## config.mk

```make
export PLATFORM = sky130hd
export DESIGN_NAME = pulse_rate_meter
export DESIGN_NICKNAME = d
export VERILOG_FILES = /design/src/rtl/hm_pkg.sv /design/src/rtl/beat_edge_detector.sv /design/src/rtl/pulse_rate_meter.sv
export SDC_FILE = /design/constraint.sdc
export NUM_CORES = 1
export LEC_CHECK = 0
export ABC_CLOCK_PERIOD_IN_PS = 3000
export CAP_MARGIN = 25
export CORE_MARGIN = 5
export CORE_UTILIZATION = 30
export CTS_CLUSTER_DIAMETER = 100
export DETAILED_ROUTE_END_ITERATION = 12
export HOLD_SLACK_MARGIN = 0.06
export SLEW_MARGIN = 20
export SYNTH_ARGS = -nofsm -noshare
export SYNTH_HDL_FRONTEND = slang
export SYNTH_HIERARCHICAL = 1
export SYNTH_SLANG_ARGS = --single-unit
```

## constraint.sdc

```tcl
create_clock -name clk -period 3 [get_ports clk]
set_clock_uncertainty 0.15 [all_clocks]
set_input_delay 0.45 -clock clk [delete_from_list [all_inputs] [get_ports clk]]
set_output_delay 0.45 -clock clk [all_outputs]
set_load 0.01 [all_outputs]
```

## src/rtl/hm_pkg.sv

```systemverilog
// Shared definitions for the heart-rate measurement path: FSM state type and
// default alarm thresholds also used by the downstream display/alarm logic.
package hm_pkg;

    typedef enum logic {ALIGN, MEASURE} rate_state_t;

    localparam int HM_LOW_TH  = 40;
    localparam int HM_HIGH_TH = 120;

endpackage

```

## src/rtl/beat_edge_detector.sv

```systemverilog
// Synchronises the raw beat input, detects rising edges and applies a
// refractory lockout so contact bounce yields a single accepted beat.
module beat_edge_detector #(
    parameter int REFRACT_CYC = 200
) (
    input  logic clk,
    input  logic rst_n,
    input  logic beat_in,
    output logic beat_accept
);

    localparam int LW = $clog2(REFRACT_CYC + 1);

    logic          s1_q, s2_q, s3_q;
    logic [LW-1:0] lockout_q, lockout_d;
    logic          edge_det;

    always_ff @(posedge clk or negedge rst_n) begin
        if (!rst_n) begin
            s1_q      <= 1'b0;
            s2_q      <= 1'b0;
            s3_q      <= 1'b0;
            lockout_q <= '0;
        end else begin
            s1_q      <= beat_in;
            s2_q      <= s1_q;
            s3_q      <= s2_q;
            lockout_q <= lockout_d;
        end
    end

    assign edge_det    = s2_q & ~s3_q;
    assign beat_accept = edge_det && (lockout_q == '0);

    // Edges seen during lockout are dropped outright, never deferred.
    always_comb begin
        lockout_d = lockout_q;
        if (beat_accept) begin
            lockout_d = LW'(REFRACT_CYC);
        end else if (lockout_q != '0) begin
            lockout_d = lockout_q - LW'(1);
        end
    end

endmodule

```

## src/rtl/pulse_rate_meter.sv

```systemverilog
// Counts accepted beats per window tick and publishes rate plus low/high
// alarms over a valid/ready interface, flagging overwritten results.
module pulse_rate_meter
    import hm_pkg::*;
#(
    parameter int CNT_W       = 8,
    parameter int REFRACT_CYC = 200,
    parameter int LOW_TH      = HM_LOW_TH,
    parameter int HIGH_TH     = HM_HIGH_TH
) (
    input  logic             clk,
    input  logic             rst_n,
    input  logic             window_tick,
    input  logic             beat_in,
    output logic [CNT_W-1:0] rate,
    output logic             rate_valid,
    input  logic             rate_ready,
    output logic             low_alarm,
    output logic             high_alarm,
    output logic             overrun
);

    localparam logic [CNT_W-1:0] CNT_MAX = '1;
    localparam logic [CNT_W-1:0] LOW_V   = CNT_W'(LOW_TH);
    localparam logic [CNT_W-1:0] HIGH_V  = CNT_W'(HIGH_TH);

    logic beat_accept;

    beat_edge_detector #(
        .REFRACT_CYC(REFRACT_CYC)
    ) u_edge (
        .clk        (clk),
        .rst_n      (rst_n),
        .beat_in    (beat_in),
        .beat_accept(beat_accept)
    );

    rate_state_t      state_q, state_d;
    logic [CNT_W-1:0] count_q, count_d;
    logic [CNT_W-1:0] rate_q, rate_d;
    logic             valid_q, valid_d;
    logic             low_q, low_d;
    logic             high_q, high_d;
    logic             ovr_q, ovr_d;
    logic             publish, transfer;

    assign publish  = (state_q == MEASURE) && window_tick;
    assign transfer = valid_q && rate_ready;

    always_comb begin
        state_d = state_q;
        count_d = count_q;
        rate_d  = rate_q;
        low_d   = low_q;
        high_d  = high_q;
        valid_d = valid_q;
        ovr_d   = 1'b0;

        if (state_q == ALIGN) begin
            // Partial first window after reset is discarded.
            count_d = '0;
            if (window_tick) begin
                state_d = MEASURE;
            end
        end else if (window_tick) begin
            count_d = beat_accept ? CNT_W'(1) : '0;
        end else if (beat_accept && (count_q != CNT_MAX)) begin
            count_d = count_q + CNT_W'(1);
        end

        if (publish) begin
            rate_d  = count_q;
            low_d   = (count_q < LOW_V);
            high_d  = (count_q > HIGH_V);
            valid_d = 1'b1;
            ovr_d   = valid_q && !rate_ready;
        end else if (transfer) begin
            valid_d = 1'b0;
        end
    end

    always_ff @(posedge clk or negedge rst_n) begin
        if (!rst_n) begin
            state_q <= ALIGN;
            count_q <= '0;
            rate_q  <= '0;
            low_q   <= 1'b0;
            high_q  <= 1'b0;
            valid_q <= 1'b0;
            ovr_q   <= 1'b0;
        end else begin
            state_q <= state_d;
            count_q <= count_d;
            rate_q  <= rate_d;
            low_q   <= low_d;
            high_q  <= high_d;
            valid_q <= valid_d;
            ovr_q   <= ovr_d;
        end
    end

    assign rate       = rate_q;
    assign rate_valid = valid_q;
    assign low_alarm  = low_q;
    assign high_alarm = high_q;
    assign overrun    = ovr_q;

endmodule

```

# --- Yosys cells after proc, flatten, opt, wreduce, memory -nomap -nowiden ---
# Index checks and enable logic that the tools add are counted.
totals:
  reg_bits: 32
  output_inout_bits: 12
  wordCells: 40
  in_bits: 5
classes:
  n_reduce_logical: 10
  n_eq_ne: 2
  addsub: 2
  bitwise_logic: 2
  magnitude_cmp: 2
  mux: 11
op_table:
  columns: ["op", "n"]
  rows:
  - ["8-bit two-way mux", 5]
  - ["8-bit by 1-bit adder with 8-bit output, second input constant", 1]
  - ["8-bit by 7-bit > comparator with 1-bit output, second input constant", 1]
  - ["8-bit zero test", 1]
  - ["8-bit by 6-bit less-than comparator with 1-bit output, second input constant", 1]
  - ["8-bit inequality test, second input constant", 1]
  - ["8-bit nonzero test", 1]
  - ["8-bit by 1-bit subtractor with 8-bit output, second input constant", 1]
  - ["1-bit two-way mux", 6]
  - ["1-bit logical AND", 5]
  - ["2-bit nonzero test", 2]
  - ["3-bit by 2-bit inequality test with 1-bit output, second input constant", 1]
  - ["1-bit AND", 1]
  - ["1-bit zero test", 1]
  - ["1-bit inverter", 1]

# --- Longest topological paths before layout ---
# Gate-level depths: netlist (run 1).
logic_depth:
  ltp_word: 7
  ltp_mapped: 7
  mapped_depth_nobuf: 7

# --- Hierarchy ---
# Netlist (run 1), hierarchy kept.
modules_own_cells:
  columns: ["module", "n_inst", "area_each_um2", "cells_each", "seq_area_each_um2"]
  rows:
  - ["pulse_rate_meter", 1, 982.2, 86, 525.5]
  - ["beat_edge_detector", 1, 539.3, 47, 275.3]

# --- Worst setup path after synthesis (run 1) ---
# OpenSTA, ideal clock, no wires.
synth_path:
  path_type: "register -> register"
  startpoint: "register u_edge.lockout_q[6]"
  endpoint: "register count_q[5]"
  t_arrival_ps: 2317
  n_path_buf: 0
  setup_time_ps: 76
  required_time_ps: 2774
  path_slack_ps: 457
  stages_incl_launch_ff: 6
  synth_period_minus_slack_ps: 2543
  path_cell_list: "dfrtp_1 -> or4_4 -> nor4_1 -> nand4_2 -> or4_1 -> o21ai_1"
synth_via:
  elab_chain_len: 4
synth_lines:
  columns: ["item", "line", "source"]
  rows:
  - ["start, declared", "beat_edge_detector.sv:15", "logic [LW-1:0] lockout_q, lockout_d;"]
  - ["start signal, assigned", "beat_edge_detector.sv:28", "lockout_q <= lockout_d;"]
  - ["8-bit zero test", "beat_edge_detector.sv:33", "assign beat_accept = edge_det && (lockout_q == '0);"]
  - ["1-bit logical AND", "beat_edge_detector.sv:33", null]
  - ["named net beat_accept", "pulse_rate_meter.sv:27", "logic beat_accept;"]
  - ["1-bit logical AND", "pulse_rate_meter.sv:67", "end else if (beat_accept && (count_q != CNT_MAX)) begin"]
  - ["3-bit by 2-bit inequality test with 1-bit output (no line)", null, null]
  - ["end signal, assigned", "pulse_rate_meter.sv:93", "count_q <= count_d;"]
  - ["end, declared", "pulse_rate_meter.sv:39", "logic [CNT_W-1:0] count_q, count_d;"]
# The timed path passes the listed nets, and every way through them passes these cells.
# A chain may end at the register's enable or synchronous reset.

# --- Worst setup path after layout (run 1) ---
layout_path:
  startpoint: "register u_edge.lockout_q[6]"
  endpoint: "register count_q[7]"
# The elaborated chain is that of the path after synthesis.

==> summary.md, run 1 <==
| Metric | Value |
|---|---|
| Headroom to the max-slew limit | `62.1%` |
| Reg area | `roughly 800 sq um` |
| Die Area | `around 6600 sq um` |
| Syn nets | `140` |
| Total GRT Usage | `a little over a tenth` |
| # diodes | `0` |
| Top delay family on crit path | `simple AND/OR/NAND/NOR gates` |
| Yosys warnings | `6` |
| DRT antenna net count | `0` |
| # IOs | `17` |
| Cell Chain, Critical Path | `or4_4, nor4_1, buf_4, nand4_2, o311ai_0, o41ai_1` |
| First-pass GRT wire length | `approximately 5400 um` |
| Crit start category | `register` |
| Sw Pwr | `roughly 350 uW` |
| Final setup vio count | `0` |
| CTS tree | `built` |
| Final nets | `between 150 and 200` |
| Mapped cell area | `between 1500 and 2000 sq um` |
| H-tree depth | `2` |
| Avg Cell Area, Syn | `11.4 sq um` |
| Largest net degree at the start of global routing | `33` |
| Sum of negative setup slack | `0 ns` |
| Crit. End Element | `register` |
| Worst setup path class | `register to register` |
| Inserted Clock Buffers | `5` |
| Synth-to-Final Area Change | `21.5%` |
| Clk root buf | `clkbuf_8` |
| Starting Density | `a little under a third` |
| Hold_sp | `u_edge/s1_q` |
| Actual slew at the worst max-slew pin | `~0.56 ns` |
| Core Rows | `26` |
| Status | `complete, no violations` |
| Filler cells | `533` |
| RSZ-0062 raised after global routing | `no` |
| Crit-path slowest cell | `or4_4` |
| Comb power frac | `~20%` |
| Max Fclk | `0.420 GHz` |
| Period utilization | `79.3%` |
| Die width | `slightly above 80 um` |
| CTS Hold Bufs | `0` |
| Clock group share of total power | `a little under 30%` |
| Vias/cell | `4.88` |
| Worst Hold Class | `register to register` |
| Post-synth EDFFs | `0` |
| Highest metal used | `met4` |
| Sw Share | `30.6%` |
| CP peak stage delay | `a little under 0.6 ns` |
| Multi-input gate area | `between 600 and 700 sq um` |
| Buf/Inv on CP | `1` |
| Die H | `about 80 um` |
| Clock transition at path regs | `around 0.06 ns` |
| Vias | `1092` |
| Worst setup path startpoint | `u_edge/lockout_q[6]` |
| Post-synthesis register bit count | `32` |
| Gpl congestion | `0.870` |
| Endpoints failing hold | `0` |
| Final Max Slew Viols | `0` |
| Leak | `approximately 0.77 nW` |
| Main synth FF type | `dfrtp_1` |
| Synth async-reset ratio | `100%` |
| First drt pass iteration count | `4` |
| Cts repair resizes | `0` |
| Share of layout cells above drive strength 1 | `between 15 and 20%` |
| Peak VDD IR | `just under 200 uV` |
| Worst R2R Start | `u_edge/lockout_q[6]` |
| Arr. time, crit path | `~2.4 ns` |
| Gr ovfl total | `0` |
| CTS sink count | `32` |
| Vias in the first global route | `approximately 1100` |
| Core ar. | `about 5000 sq um` |
| DR iter-0 viols | `between 50 and 60` |
| Max cap viols | `0` |
| Initial antenna violation count | `0` |
| Post-synthesis sequential area ratio | `between 50% and 60%` |
| Buffers on Ports | `16` |
| Met2 routed wirelength | `1400 um` |
| Clock Latency Late Sink | `approximately 0.28 ns` |
| Routed WL | `between 3000 and 4000 um` |
| CTS Buffer Depth | `2` |
| Cell variety after synth | `between 40 and 50` |
| # DRC | `0` |
| Crit path time final | `about 2.4 ns` |
| Setup bufs post-CTS | `0` |
| Final HPWL DP | `approximately 2100 um` |
| Met3 routed WL | `between 100 and 150 um` |
| Final core utilization | `between 30% and 40%` |
| Routed wire per std cell | `roughly 13 um` |
| Critical path data required time | `around 3 ns` |
| Crit Path Max Fanout | `7` |
| Reg power frac | `51.0%` |
| DRT met1 WL | `roughly 1400 um` |
| Synth Instances | `between 100 and 150` |
| Internal | `approximately 800 uW` |
| Pwr Density | `between 600 and 700 nW/um^2` |
## power groups by stage
| stage | registers (mW) | clock network (mW) | logic (mW) |
|---|---|---|---|
| after floorplan | 0.565 | 0 | 0.168 |
| after global placement | 0.575 | 0 | 0.214 |
| after detailed placement | 0.584 | 0 | 0.221 |
| after CTS | 0.577 | 0.350 | 0.225 |
| after global routing | 0.589 | 0.367 | 0.255 |
| final | 0.577 | 0.333 | 0.222 |
## placed cells by master, fill, tap and decap left out, types with 3 or more instances in the layout
| master | instances |
|---|---|
| dfrtp_1 | 32 |
| clkdlybuf4s50_1 | 16 |
| nand2_1 | 12 |
| mux2_2 | 8 |
| o21ai_0 | 6 |
| clkbuf_8 | 6 |
| nand2b_1 | 5 |
| a21oi_1 | 5 |
| inv_1 | 5 |
| a211oi_1 | 4 |
| nor3_1 | 3 |
| mux2i_1 | 3 |
| nor4_1 | 3 |
## stage by stage
stage	cells	worst slack, ns	area, sq um	hold WS (ns)	power [mW]
after floorplan	133	0.457	1520	0.00441	0.733
after global placement	216	0.691	1760	0.182	0.789
after detailed placement	216	0.651	1760	0.191	0.805
after CTS	224	0.617	1850	0.206	1.15
after global routing	224	0.385	1850	0.219	1.21
final	224	0.620	1850	0.200	1.13
## Yosys cell counts (all sizes together) (2+ instances only)
master | n | share of area (%)
nand3 | 2 | 0.66
ha | 2 | 1.6
o21ai | 7 | 2.3
nor4 | 3 | 1.2
and4 | 2 | 1.2
or4 | 2 | 1.2
a21oi | 5 | 1.6
nand2b | 6 | 3.0
a31oi | 2 | 0.82
o41ai | 2 | 1.6
nand4 | 3 | 1.6
a21o | 2 | 0.99
nor3 | 4 | 2.1
a211oi | 4 | 2.0
dfrtp | 32 | 53
mux2 | 8 | 5.9
nor2 | 2 | 0.49
or3 | 2 | 0.82
inv | 5 | 1.2
mux2i | 3 | 2.0
buf | 5 | 1.6
xnor2 | 2 | 1.2
nand2 | 13 | 3.4
## layer usage
layer	track usage [%]	vias to the layer above
met2	16.3	21
met3	4.43	4
met1	13.6	533
met4	4.56	0
li1	-	534
met5	0	-
## worst register-to-register path: cells and delay by family, from the launching register on
kind | cells | cell delay [ns]
AND/OR/NAND/NOR | 3 | 1.02
AO/OA/AOI/OAI | 2 | 0.47
flip-flops | 1 | 0.40
buffers and inverters | 1 | 0.20
## layout make-up
cell class              instances  share of cell area [%]
flip-flops and latches         32                    43.3
clock buffers                   8                    4.87
inverters                       5                    1.01
multi-input cells              91                    36.6
repair buffers                 18                    9.47
well taps                      70                    4.74
## cells by family (layout without fill, tap and decap cells)
family	after synthesis	after routing	share of synthesized area [%]
fa+ha+maj	2	2	1.64
buf+inv	10	31	2.88
mux	11	11	7.90
xor+xnor	2	2	1.15
flops	32	32	52.6
simple gates	46	46	19.7
compound gates	30	30	14.1
## worst paths after layout
path,depth (start not counted),endpoint,slack [ns]
max,6,count_q[7],0.62
min,0,u_edge/s2_q,0.20
max reg2reg,6,count_q[7],0.62
min reg2reg,0,u_edge/s2_q,0.20
max in group asynchronous,2,count_q[7],1.98
min in group asynchronous,2,u_edge/lockout_q[0],0.43
No activity file was read; power rests on OpenSTA's default activity.
==> run 2: changes to the inputs <==
Settings changed: ABC_CLOCK_PERIOD_IN_PS 3000 to 2460.
Clock period 3 ns to 2.46 ns, I/O delays scaled along.
==> run 2 against run 1 <==
  * Design area up 1.2%
  * Final cell count down 0.45%
  * Critical path depth down 1
  * Fmax up 4.2%
  * Sequential share of layout area down 0.49 points
  * Die area unchanged
  * Combinational power up 25%
  * Sequential power up 23%
  * Count of clock-buffer cells in the layout down 1
  * Clock power up 29%
  * Flip-flop and latch count unchanged
  * Largest cell class unchanged
  * Largest power group unchanged
==> summary.md, run 2 (synthesis gave the netlist of run 1 again) <==
| Metric | Value |
|---|---|
| Inserted Clock Buffers | `5 (unchanged)` |
| Crit start category | `register` |
| Buf/Inv on CP | `0 (-1)` |
| Core ar. | `5010 sq um (unchanged)` |
| Gr ovfl total | `0 (unchanged)` |
| Die width | `81.2 um (unchanged)` |
| Gpl congestion | `0.813 (-6.5%)` |
| # IOs | `17 (unchanged)` |
| DRT antenna net count | `0 (unchanged)` |
| Critical path data required time | `2.52 ns (-0.47 ns)` |
| Final nets | `160 (unchanged)` |
| Clk root buf | `clkbuf_8` |
| Share of layout cells above drive strength 1 | `19.0% (+1.4 points)` |
| Cell Chain, Critical Path | `or4_4, nor4_4, nand4_2, or4_1, o21ai_1` |
| Headroom to the max-slew limit | `58.7% (-3.4 points)` |
| Pwr Density | `756 nW/um^2 (+23%)` |
| Final core utilization | `37.3% (+0.42 points)` |
| Die Area | `6600 sq um (unchanged)` |
| Worst Hold Class | `register to register` |
| CP peak stage delay | `0.59 ns (about the same)` |
| Setup bufs post-CTS | `0 (unchanged)` |
| DRT met1 WL | `1220 um (-15%)` |
| Filler cells | `514 (-3.6%)` |
| Top delay family on crit path | `simple AND/OR/NAND/NOR gates` |
| Most common cell after layout, fill and taps aside | `dfrtp_1` |
| Period utilization | `92.8% (+14 points)` |
| Peak VDD IR | `353 uV (+80%)` |
| Vias | `1088 (-0.37%)` |
| Final setup vio count | `0 (unchanged)` |
| Actual slew at the worst max-slew pin | `0.614 ns (+0.0510 ns)` |
| RSZ-0062 raised after global routing | `no` |
| # DRC | `0 (unchanged)` |
| Highest metal used | `met4` |
| Crit Path Max Fanout | `6 (-1)` |
| Synth-to-Final Area Change | `22.9%` |
| Core Rows | `26 (unchanged)` |
| Clock transition at path regs | `0.06 ns (about the same)` |
| Total GRT Usage | `10.5% (-0.30 points)` |
| First drt pass iteration count | `4 (unchanged)` |
| Endpoints failing hold | `0 (unchanged)` |
| Vias/cell | `4.88 (about the same)` |
| # diodes | `0 (unchanged)` |
| Final HPWL DP | `2170 um (+3.8%)` |
| CTS Buffer Depth | `2 (unchanged)` |
| Crit-path slowest cell | `or4_4` |
| Leak | `0.776 nW (+1.2%)` |
| H-tree depth | `2 (unchanged)` |
| CTS Hold Bufs | `0 (unchanged)` |
| Routed WL | `3010 um (+0.23%)` |
| Sum of negative setup slack | `0 ns (unchanged)` |
| DR iter-0 viols | `73 (+24%)` |
| Arr. time, crit path | `2.34 ns (-0.03 ns)` |
| Routed wire per std cell | `13.5 um (+0.68%)` |
| CTS tree | `built` |
| Final Max Slew Viols | `0 (unchanged)` |
| Die H | `81.2 um (unchanged)` |
| CTS sink count | `32 (unchanged)` |
| Max Fclk | `0.438 GHz (+4.2%)` |
| Met3 routed WL | `93 um (-25%)` |
| Max cap viols | `0 (unchanged)` |
| Hold slack | `0.204 ns (+0.00386 ns)` |
| Largest net degree at the start of global routing | `33 (unchanged)` |
| Most frequent cells in the layout | `32 x dfrtp_1, 16 x clkdlybuf4s50_1, 12 x nand2_1, 8 x mux2_2, 7 x clkbuf_8` |
| Vias in the first global route | `1174 (+2.2%)` |
| First-pass GRT wire length | `5290 um (-1.3%)` |
| Worst setup path class | `register to register` |
| Crit. End Element | `register` |
| Clock Latency Late Sink | `0.28 ns (about the same)` |
| Crit path time final | `2.28 ns (-0.0961 ns)` |
| Initial antenna violation count | `0 (unchanged)` |
| Buffers on Ports | `16 (unchanged)` |
| Status | `complete, no violations` |
| Starting Density | `30.4% (unchanged)` |
| Met2 routed wirelength | `1660 um (+19%)` |
| Pwr Total | `1.41 mW (+25%)` |
-- run 2: final cells by class --
class	instances	area (sq um)	share of cell area, %
clock buffer	7	96.3	5.15
inverter	5	18.8	1.00
timing repair buffer	18	175	9.36
sequential	32	801	42.8
multi-input combinational	91	692	37.0
tap	70	87.6	4.68
-- run 2: report_power, final --
part | internal, mW | leakage [nW] | switching (mW) | total (mW)
registers | 0.601 | 0.411 | 0.107 | 0.708
clock network | 0.249 | 0.0503 | 0.179 | 0.428
logic | 0.129 | 0.315 | 0.149 | 0.278
-- run 2: repair_timing --
action / 4_1_cts / 5_1_grt
resized for setup: 0 / 2
setup endpoints to repair: 0 / 3
endpoints found under the hold margin: 0 / 0
-- run 2: per-layer routing --
layer	global-route usage, %	up-vias
li1	-	531
met1	11.1	538
met2	19.1	15
met3	2.33	4
met4	6.08	0
met5	0	-
-- run 2: stage by stage --
stage	std cells	instance area, sq um	setup slack, ns
5_1_grt	223	1870	0.0134
6_report	223	1870	0.176
4_1_cts	223	1860	0.0858
2_1_floorplan	133	1530	0.140
3_3_place_gp	216	1770	0.198
3_5_place_dp	216	1770	0.0898
-- run 2: worst paths after layout --
| path | end | cells past startpoint | slack (ns) | from |
|---|---|---|---|---|
| min | u_edge/s2_q | 0 | 0.20 | u_edge/s1_q |
| min in group asynchronous | state_q | 2 | 0.34 | rst_n |
| min reg2reg | u_edge/s2_q | 0 | 0.20 | u_edge/s1_q |
| max | count_q[5] | 5 | 0.18 | u_edge/lockout_q[5] |
| max in group asynchronous | u_edge/lockout_q[1] | 2 | 1.54 | rst_n |
| max reg2reg | count_q[5] | 5 | 0.18 | u_edge/lockout_q[5] |
==> run 3: changes to the inputs <==
Settings changed: GPL_ROUTABILITY_DRIVEN set to 0, SLEW_MARGIN 20 to unset.
==> results of run 3 <==
The final DEF is identical to that of run 2; final timing and power are the same.
